## src/rtl/stage_sequencer_pkg.sv

```systemverilog
// Shared CPU package: sequencer state encoding and instruction opcodes.
// Also imported by the control unit, so the opcode constants live here
// rather than inside the sequencer.
//
// Contents:
//   seq_state_t      - instruction phase state encoding
//   OP_*             - opcode constants (instr[31:28])
//   opcode_of()      - extracts the opcode field from an instruction word
//   reads_mem()      - readMem is a real memory phase for this opcode
//   writes_mem()     - writeBack is a real memory phase for this opcode
package stage_sequencer_pkg;

  typedef enum logic [3:0] {
    F_REQ  = 4'd0,
    F_WAIT = 4'd1,
    REGS   = 4'd2,
    M_REQ  = 4'd3,
    M_WAIT = 4'd4,
    M_ONE  = 4'd5,
    W_REQ  = 4'd6,
    W_WAIT = 4'd7,
    W_ONE  = 4'd8
  } seq_state_t;

  localparam logic [3:0] OP_READ  = 4'b1110;
  localparam logic [3:0] OP_WRITE = 4'b1101;
  localparam logic [3:0] OP_COPY  = 4'b1100;
  localparam logic [3:0] OP_RETI  = 4'b0001;
  // HALT needs no sequencer support: the control unit jumps to the current
  // address and fetch proceeds as usual.
  localparam logic [3:0] OP_HALT  = 4'b1111;

  function automatic logic [3:0] opcode_of(input logic [31:0] word);
    return word[31:28];
  endfunction

  function automatic logic reads_mem(input logic [3:0] op);
    return (op == OP_READ) || (op == OP_COPY);
  endfunction

  function automatic logic writes_mem(input logic [3:0] op);
    return (op == OP_WRITE) || (op == OP_COPY);
  endfunction

endpackage

```

## src/rtl/stage_sequencer_irq_latch.sv

```systemverilog
// irq_latch: interrupt edge detector, pending flag and in-ISR flag.
//
// Ports:
//   clk, reset  - clock, asynchronous active-low reset
//   irq         - level interrupt request, synchronous to clk
//   last_wb     - current cycle is the last writeBack cycle of an instruction
//   is_reti     - the current instruction is RETI
//   int_take    - one-cycle pulse: PC enters the interrupt vector
//   pending     - an irq rising edge is waiting to be taken
//   in_isr      - an interrupt service routine is active
module irq_latch (
  input  logic clk,
  input  logic reset,
  input  logic irq,
  input  logic last_wb,
  input  logic is_reti,
  output logic int_take,
  output logic pending,
  output logic in_isr
);

  logic irq_prev;
  logic irq_rise;

  assign irq_rise = irq & ~irq_prev;

  // RETI never takes an interrupt in its own last cycle; a pending request
  // waits for the end of the following instruction.
  assign int_take = last_wb & pending & ~in_isr & ~is_reti;

  always_ff @(posedge clk or negedge reset) begin
    if (!reset) begin
      irq_prev <= 1'b0;
      pending  <= 1'b0;
      in_isr   <= 1'b0;
    end else begin
      irq_prev <= irq;
      // A fresh edge coinciding with int_take re-arms pending immediately.
      if (int_take) begin
        pending <= irq_rise;
      end else if (irq_rise) begin
        pending <= 1'b1;
      end
      if (int_take) begin
        in_isr <= 1'b1;
      end else if (last_wb && is_reti) begin
        in_isr <= 1'b0;
      end
    end
  end

endmodule

```

## src/rtl/stage_sequencer.sv

```systemverilog
// stage_sequencer: instruction phase sequencer for the CPU control unit.
// Steps every instruction through fetch -> getRegs -> readMem -> writeBack,
// waiting on the memory controller's busy flag in the memory phases, and
// produces PC advance / interrupt entry pulses at the end of writeBack.
//
// Memory handshake: a *_REQ state waits for busy=1 (request accepted), the
// following *_WAIT state waits for busy=0 (data/operation complete).
//
// Ports:
//   clk        - system clock
//   reset      - asynchronous active-low reset
//   busy       - memory controller busy flag
//   q          - memory read data (instruction captured on F_WAIT exit)
//   irq        - level interrupt request, synchronous to clk
//   fetch, getRegs, readMem, writeBack - one-hot phase levels
//   instr      - instruction register
//   pc_advance - one-cycle pulse in the last writeBack cycle
//   int_take   - one-cycle pulse: enter interrupt vector (wins over pc_advance)
//   in_isr     - interrupt service routine active
//   state_dbg  - current sequencer state (observation only)
module stage_sequencer
  import stage_sequencer_pkg::*;
(
  input  logic        clk,
  input  logic        reset,
  input  logic        busy,
  input  logic [31:0] q,
  input  logic        irq,
  output logic        fetch,
  output logic        getRegs,
  output logic        readMem,
  output logic        writeBack,
  output logic [31:0] instr,
  output logic        pc_advance,
  output logic        int_take,
  output logic        in_isr,
  output seq_state_t  state_dbg
);

  seq_state_t state;
  seq_state_t state_next;
  logic [3:0] opcode;
  logic       instr_load;
  logic       last_wb;
  logic       is_reti;
  logic       pending;

  assign opcode  = opcode_of(instr);
  assign is_reti = (opcode == OP_RETI);

  // Instruction word is only taken on the F_WAIT exit edge, so q traffic
  // during READ/COPY data phases never disturbs decode.
  assign instr_load = (state == F_WAIT) && !busy;

  assign last_wb = (state == W_ONE) || ((state == W_WAIT) && !busy);

  always_ff @(posedge clk or negedge reset) begin
    if (!reset) begin
      state <= F_REQ;
      instr <= 32'd0;
    end else begin
      state <= state_next;
      if (instr_load) begin
        instr <= q;
      end
    end
  end

  // busy is ignored in REGS, M_ONE and W_ONE: they always last one cycle.
  always_comb begin
    state_next = state;
    unique case (state)
      F_REQ:  if (busy)  state_next = F_WAIT;
      F_WAIT: if (!busy) state_next = REGS;
      REGS:   state_next = reads_mem(opcode) ? M_REQ : M_ONE;
      M_REQ:  if (busy)  state_next = M_WAIT;
      M_WAIT: if (!busy) state_next = writes_mem(opcode) ? W_REQ : W_ONE;
      M_ONE:  state_next = writes_mem(opcode) ? W_REQ : W_ONE;
      W_REQ:  if (busy)  state_next = W_WAIT;
      W_WAIT: if (!busy) state_next = F_REQ;
      W_ONE:  state_next = F_REQ;
      default: state_next = F_REQ;
    endcase
  end

  always_comb begin
    fetch     = 1'b0;
    getRegs   = 1'b0;
    readMem   = 1'b0;
    writeBack = 1'b0;
    unique case (state)
      F_REQ, F_WAIT:        fetch     = 1'b1;
      REGS:                 getRegs   = 1'b1;
      M_REQ, M_WAIT, M_ONE: readMem   = 1'b1;
      W_REQ, W_WAIT, W_ONE: writeBack = 1'b1;
      default:              fetch     = 1'b1;
    endcase
  end

  // pc_advance fires even when int_take does; the PC gives int_take priority.
  assign pc_advance = last_wb;
  assign state_dbg  = state;

  irq_latch u_irq_latch (
    .clk      (clk),
    .reset    (reset),
    .irq      (irq),
    .last_wb  (last_wb),
    .is_reti  (is_reti),
    .int_take (int_take),
    .pending  (pending),
    .in_isr   (in_isr)
  );

endmodule

```

## config.mk

```make
export PLATFORM = sky130hd
export DESIGN_NAME = stage_sequencer
export DESIGN_NICKNAME = d
export VERILOG_FILES = /design/src/rtl/stage_sequencer_pkg.sv /design/src/rtl/stage_sequencer_irq_latch.sv /design/src/rtl/stage_sequencer.sv
export SDC_FILE = /design/constraint.sdc
export NUM_CORES = 1
export LEC_CHECK = 0
export CAP_MARGIN = 5
export CORE_AREA = 5 5 74 76
export DETAILED_ROUTE_END_ITERATION = 16
export DIE_AREA = 0 0 79 81
export PLACE_DENSITY = 0.79
export SLEW_MARGIN = 20
export SYNTH_ARGS = -nofsm -noshare
export SYNTH_HDL_FRONTEND = slang
export SYNTH_SLANG_ARGS = --single-unit
```

## constraint.sdc

```tcl
create_clock -name clk -period 1.69 [get_ports clk]
set_clock_uncertainty 0.1 [all_clocks]
set_input_delay 0.338 -clock clk [delete_from_list [all_inputs] [get_ports clk]]
set_output_delay 0.338 -clock clk [all_outputs]
set_load 0.005 [all_outputs]
```

# After elaboration in Yosys (flattened, before gate mapping)
# Cells that the tools add are included.
# word_totals
latchBits	0
register_bits	39
rom_bits	0
wordCells	61
ramBits	0
input_bits	36
output_inout_bits	43
memories	0
# op_classes
reduce_logical	14
n_bitwise	7
eq_ne	18
order_cmp	0
multipliers	0
addsub	0
mux	17
n_shift	0
n_div	0
# ops
operator	n
4-bit one-hot mux with 8 select lines	1
4-bit 2-to-1 mux	7
4-bit by 3-bit equality test with 1-bit output, second input constant	4
4-bit equality test, second input constant	4
2-bit inequality test, second input constant	6
4-bit by 1-bit equality test with 1-bit output, second input constant	2
4-bit by 2-bit equality test with 1-bit output, second input constant	2
1-bit 2-to-1 mux	8
7-bit OR reduction	1
6-bit AND reduction	1
3-bit OR reduction	2
1-bit bitwise AND	4
4-bit zero test	1
2-bit nonzero test	2
1-bit logical AND	3
1-bit logical OR	3
3-bit 2-to-1 mux	1
1-bit NOT	3
1-bit zero test	1

# Longest topological paths before layout
# depth
depth_word	7
ltp_mapped	6
depth_no_buf	4

# Cells and area by module
# Synthesis repeated with hierarchy kept, for this count alone.
# unflattened
cells_unflattened	125
area_unflattened_um2	1714.1
# by_module_without_submodules
module	area_each_um2	cells_per_inst	n_inst	seq_area_each_um2
stage_sequencer	1587.8	114	1	900.9
irq_latch	126.4	11	1	75.1

# Least setup slack after synthesis
# OpenSTA, ideal clock, no wires.
# synth_timing
kind	reg2out
start	register state[2] (netlist: state_dbg[2])
end	output int_take
arrival_time_ns	1.390
required_time_ns	1.252
slack_ns	-0.138
path_stages_with_launch	5
path_buffers	1
cell_sequence	dfrtp_1 buf_6 or4b_4 o31ai_4 and3_1
# synth_via
elab_chain_len	6
elab_cells_between_ends	7
classes_between	2 x eq/ne; 3 x bitwise; 2 x reduce/logical
# synth_rtl
element	line_no	text
start, declared	stage_sequencer.sv:40	seq_state_t state;
start signal, assigned	stage_sequencer.sv:62	state <= state_next;
4-bit by 3-bit equality test with 1-bit output	stage_sequencer.sv:55	assign last_wb = (state == W_ONE) || ((state == W_WAIT) && !busy);
1-bit logical AND	stage_sequencer.sv:55	
1-bit logical OR *	stage_sequencer.sv:55	
named net pc_advance	stage_sequencer.sv:34	output logic pc_advance,
1-bit bitwise AND * (3 in series)	stage_sequencer_irq_latch.sv:29	assign int_take = last_wb & pending & ~in_isr & ~is_reti;
end, declared	stage_sequencer.sv:35	output logic int_take,
# Mark *: on every way through the listed nets, which the timed path passes. The rest lies on a longest branch.

# Worst setup path after layout
# layout_timing
start	register state[2] (netlist: state_dbg[2])
end	output int_take
# layout_via
elab_chain_len	6
elab_cells_between_ends	7
classes_between	2 x eq/ne; 3 x bitwise; 2 x reduce/logical
# layout_rtl
element	line_no
4-bit by 3-bit equality test with 1-bit output	stage_sequencer.sv:55
1-bit logical AND	stage_sequencer.sv:55
1-bit logical OR *	stage_sequencer.sv:55
1-bit bitwise AND * (3 in series)	stage_sequencer_irq_latch.sv:29
# Mark *: on every way between the ends. The rest lies on a longest branch, timed or not.

==> results.toml <==
[power]
netSwitchingPower_uw = 1520
p_int_uw = 3700
swShare_pct = 29.2
leakage_uw = 0.00133
pwr-share-seq_pct = 30.8
p_comb_share_pct = 51.9
peakVddDrop_mv = 0.744
power.share.clock_pct = 17.3
pwr_density_cell_nw_per_um2 = 1750
total_power_uw = 5220

[timing]
slew_viol_final = 0
finalCriticalPeriod_ns = 2.11
worst_slack_ns = -0.416
setup_viol = 39
min_period_over_period_pct = 125
max_freq_mhz = 475
holdWs_ns = -0.0178
tightest_slew_ns = 0.489
relSlewSlack_pct = 67.4
rsz0062_at_grt = "yes"
fin_tns_setup_ns = -6.88
hold_viol_final = 11

[routing]
ant_nets = 0
avgViaCountPerCell = 4.92
routedWlPerCell_um = 15.6
drt_pre_antenna_iters = 6
num_vias = 1418
drt_iter0_markers = 31
drc = 0
finalWirelength_um = 4480

[critical_path]
path_max_fanout = 2
end_kind = "output port"
crit_required_ns = 1.25
critPathKind = "register to output port"
crit_path_start_kind = "register"
r2r_cells = 8
arrival_ns = 1.67

[grt]
grt_usage_pct = 14.5
grt_max_degree = 40
grt_pass1_vias = 1457
grt_pass1_wl_um = 7070
grt-ovfl-total = 0
antenna_found_initial = 0

[synthesis]
synthArstFlopShare_pct = 100
ys_types = 33
synth_top_area_share_pct = 57.9
seq_area_frac_synth_pct = 57.9
syn_area_um2 = 1690
ys_top_cells_by_area = "dfrtp_1 58%, mux2_1 21%, buf_6 2.7%"
yosys_register_bits = 39
synthCells = 121
yosys_most_used_dff = "dfrtp_1"
yosysTopAreaCell = "dfrtp_1"
syn-num-nets = 157
synth_most_common_cell = "dfrtp_1"
syn_avg_cell_area_um2 = 13.9
netlist_top_cells_count = "39 x dfrtp_1, 32 x mux2_1, 7 x nor2_1, 4 x buf_6"
yosys_warnings = 0
synth-edff-count = 0

[placed_design]
finalWeightedCongestion = 0.823
dp_hpwl_um = 2980
port_buffers = 78
placed_cell_area_um2 = 2650

[cts]
clock_sinks = 39
cts_buffers = 5
htree_levels = 2
path_clk_slew_ns = 0.08
root_buffer = "clkbuf_8"
cts_tree = "built"
insertion_delay_ns = 0.29
clk_path_buf_depth = 2

[die]
core-area_um2 = 4660
start_util_pct = 36.2
die_y_um = 81
io_pins = 79
fp-row-count = 25
die_x_um = 79
die-area_um2 = 6400

[outcome]
violations = "negative hold slack, negative setup slack"
status = "complete, but fails checks"

[finish]
layout-drive-gt1-share_pct = 28.6
design_area_um2 = 2980
area_growth_pct = 76.6
antenna_cells = 0
nets = 269
nFillCells = 367

[hold_path]
hp-class = "input pin to asynchronous set/reset pin"

[flow_run]
maxCapViolCount = 0
==> layer usage <==
metal / share of wire [%] / wire (µm) / GRT usage [%] / vias to the layer above
met1: 41 / 1850 / 17.3 / 699
li1: - / - / - / 653
met2: 50 / 2230 / 24.7 / 55
met5: 0 / 0 / 0 / -
met4: 2.5 / 114 / 7.73 / 0
met3: 6.4 / 285 / 3.22 / 11
==> power by group through the flow <==
stage | Clock [µW] | Combinational [µW] | Sequential (µW)
final | 904 | 2710 | 1610
after CTS | 942 | 2590 | 1600
after global placement | 0 | 2410 | 1590
after detailed placement | 0 | 2430 | 1620
after global routing | 975 | 2930 | 1680
after floorplan | 0 | 850 | 1690
==> what timing repair did <==
action / 4_1_cts / 5_1_grt
cloned: 2 / 0
hold buffers: 0 / 0
pin swaps: 4 / 6
endpoints found under the hold margin: 0 / 0
setup buffers: 7 / 6
setup endpoints to repair: 48 / 42
gates resized for setup: 46 / 19
==> final cells by class <==
cell class              count  area, µm²  area share [%]
clock buffers               5       68.8            2.31
flip-flops and latches     39        976            32.8
multi-input cells          74        711            23.9
clock inverters             3       67.6            2.27
inverters                   2       7.51           0.252
well taps                  54       67.6            2.27
repair buffers            111       1080            36.3
==> kinds of logic (layout without fill, tap and decap cells) <==
logic type             count (synthesis)  after routing  share of synthesized area (%)
AOI/OAI and AO/OA                     14             14                           6.97
muxes                                 32             32                           21.4
buffers and inverters                  8            121                           3.86
and+or+nand+nor                       28             28                           9.94
DFF                                   39             39                           57.9
==> state kept, by name, summed over array words and instances, names as in the netlist <==
register,count
u_irq_latch.pending,1
state_dbg,4
u_irq_latch.irq_prev,1
instr,32
u_irq_latch.in_isr,1
==> metrics by stage <==
step                utilization, %  instances  setup slack, ns
global route                  63.9        288           -0.455
floorplan                        -        121           -0.117
CTS                           62.6        286           -0.393
finish                        63.9        288           -0.416
global placement              56.9        269           -0.525
detailed placement            56.9        269           -0.535
==> worst max-delay path, cell delays in order (launching register included) <==
cell	delay [ns]
dfrtp_1	0.39
or4b_4	0.58
o31ai_4	0.09
and3_4	0.24
buf_6	0.09
==> worst paths after layout <==
kind | slack (ns) | to | start
setup / recovery | -0.42 | int_take | state_dbg[2]
hold / removal | -0.02 | instr[2] | reset
setup reg to reg | -0.21 | instr[16] | state_dbg[1]
hold reg to reg | 0.38 | instr[0] | instr[0]
max in group asynchronous | 1.15 | u_irq_latch.in_isr | reset
min in group clk | 0.38 | instr[0] | instr[0]
==> placed cells by master, fill, tap and decap left out, types with 5 or more instances in the layout <==
| cell type | synthesis | routed |
|---|---|---|
| clkdlybuf4s50_1 | 0 | 62 |
| dfrtp_1 | 39 | 39 |
| mux2_1 | 32 | 31 |
| buf_4 | 1 | 21 |
| buf_6 | 4 | 10 |
| dlygate4sd2_1 | 0 | 8 |
| nor2_1 | 7 | 6 |
| clkbuf_8 | 0 | 5 |
| buf_2 | 1 | 5 |
Power figures use the tool's default switching activity.
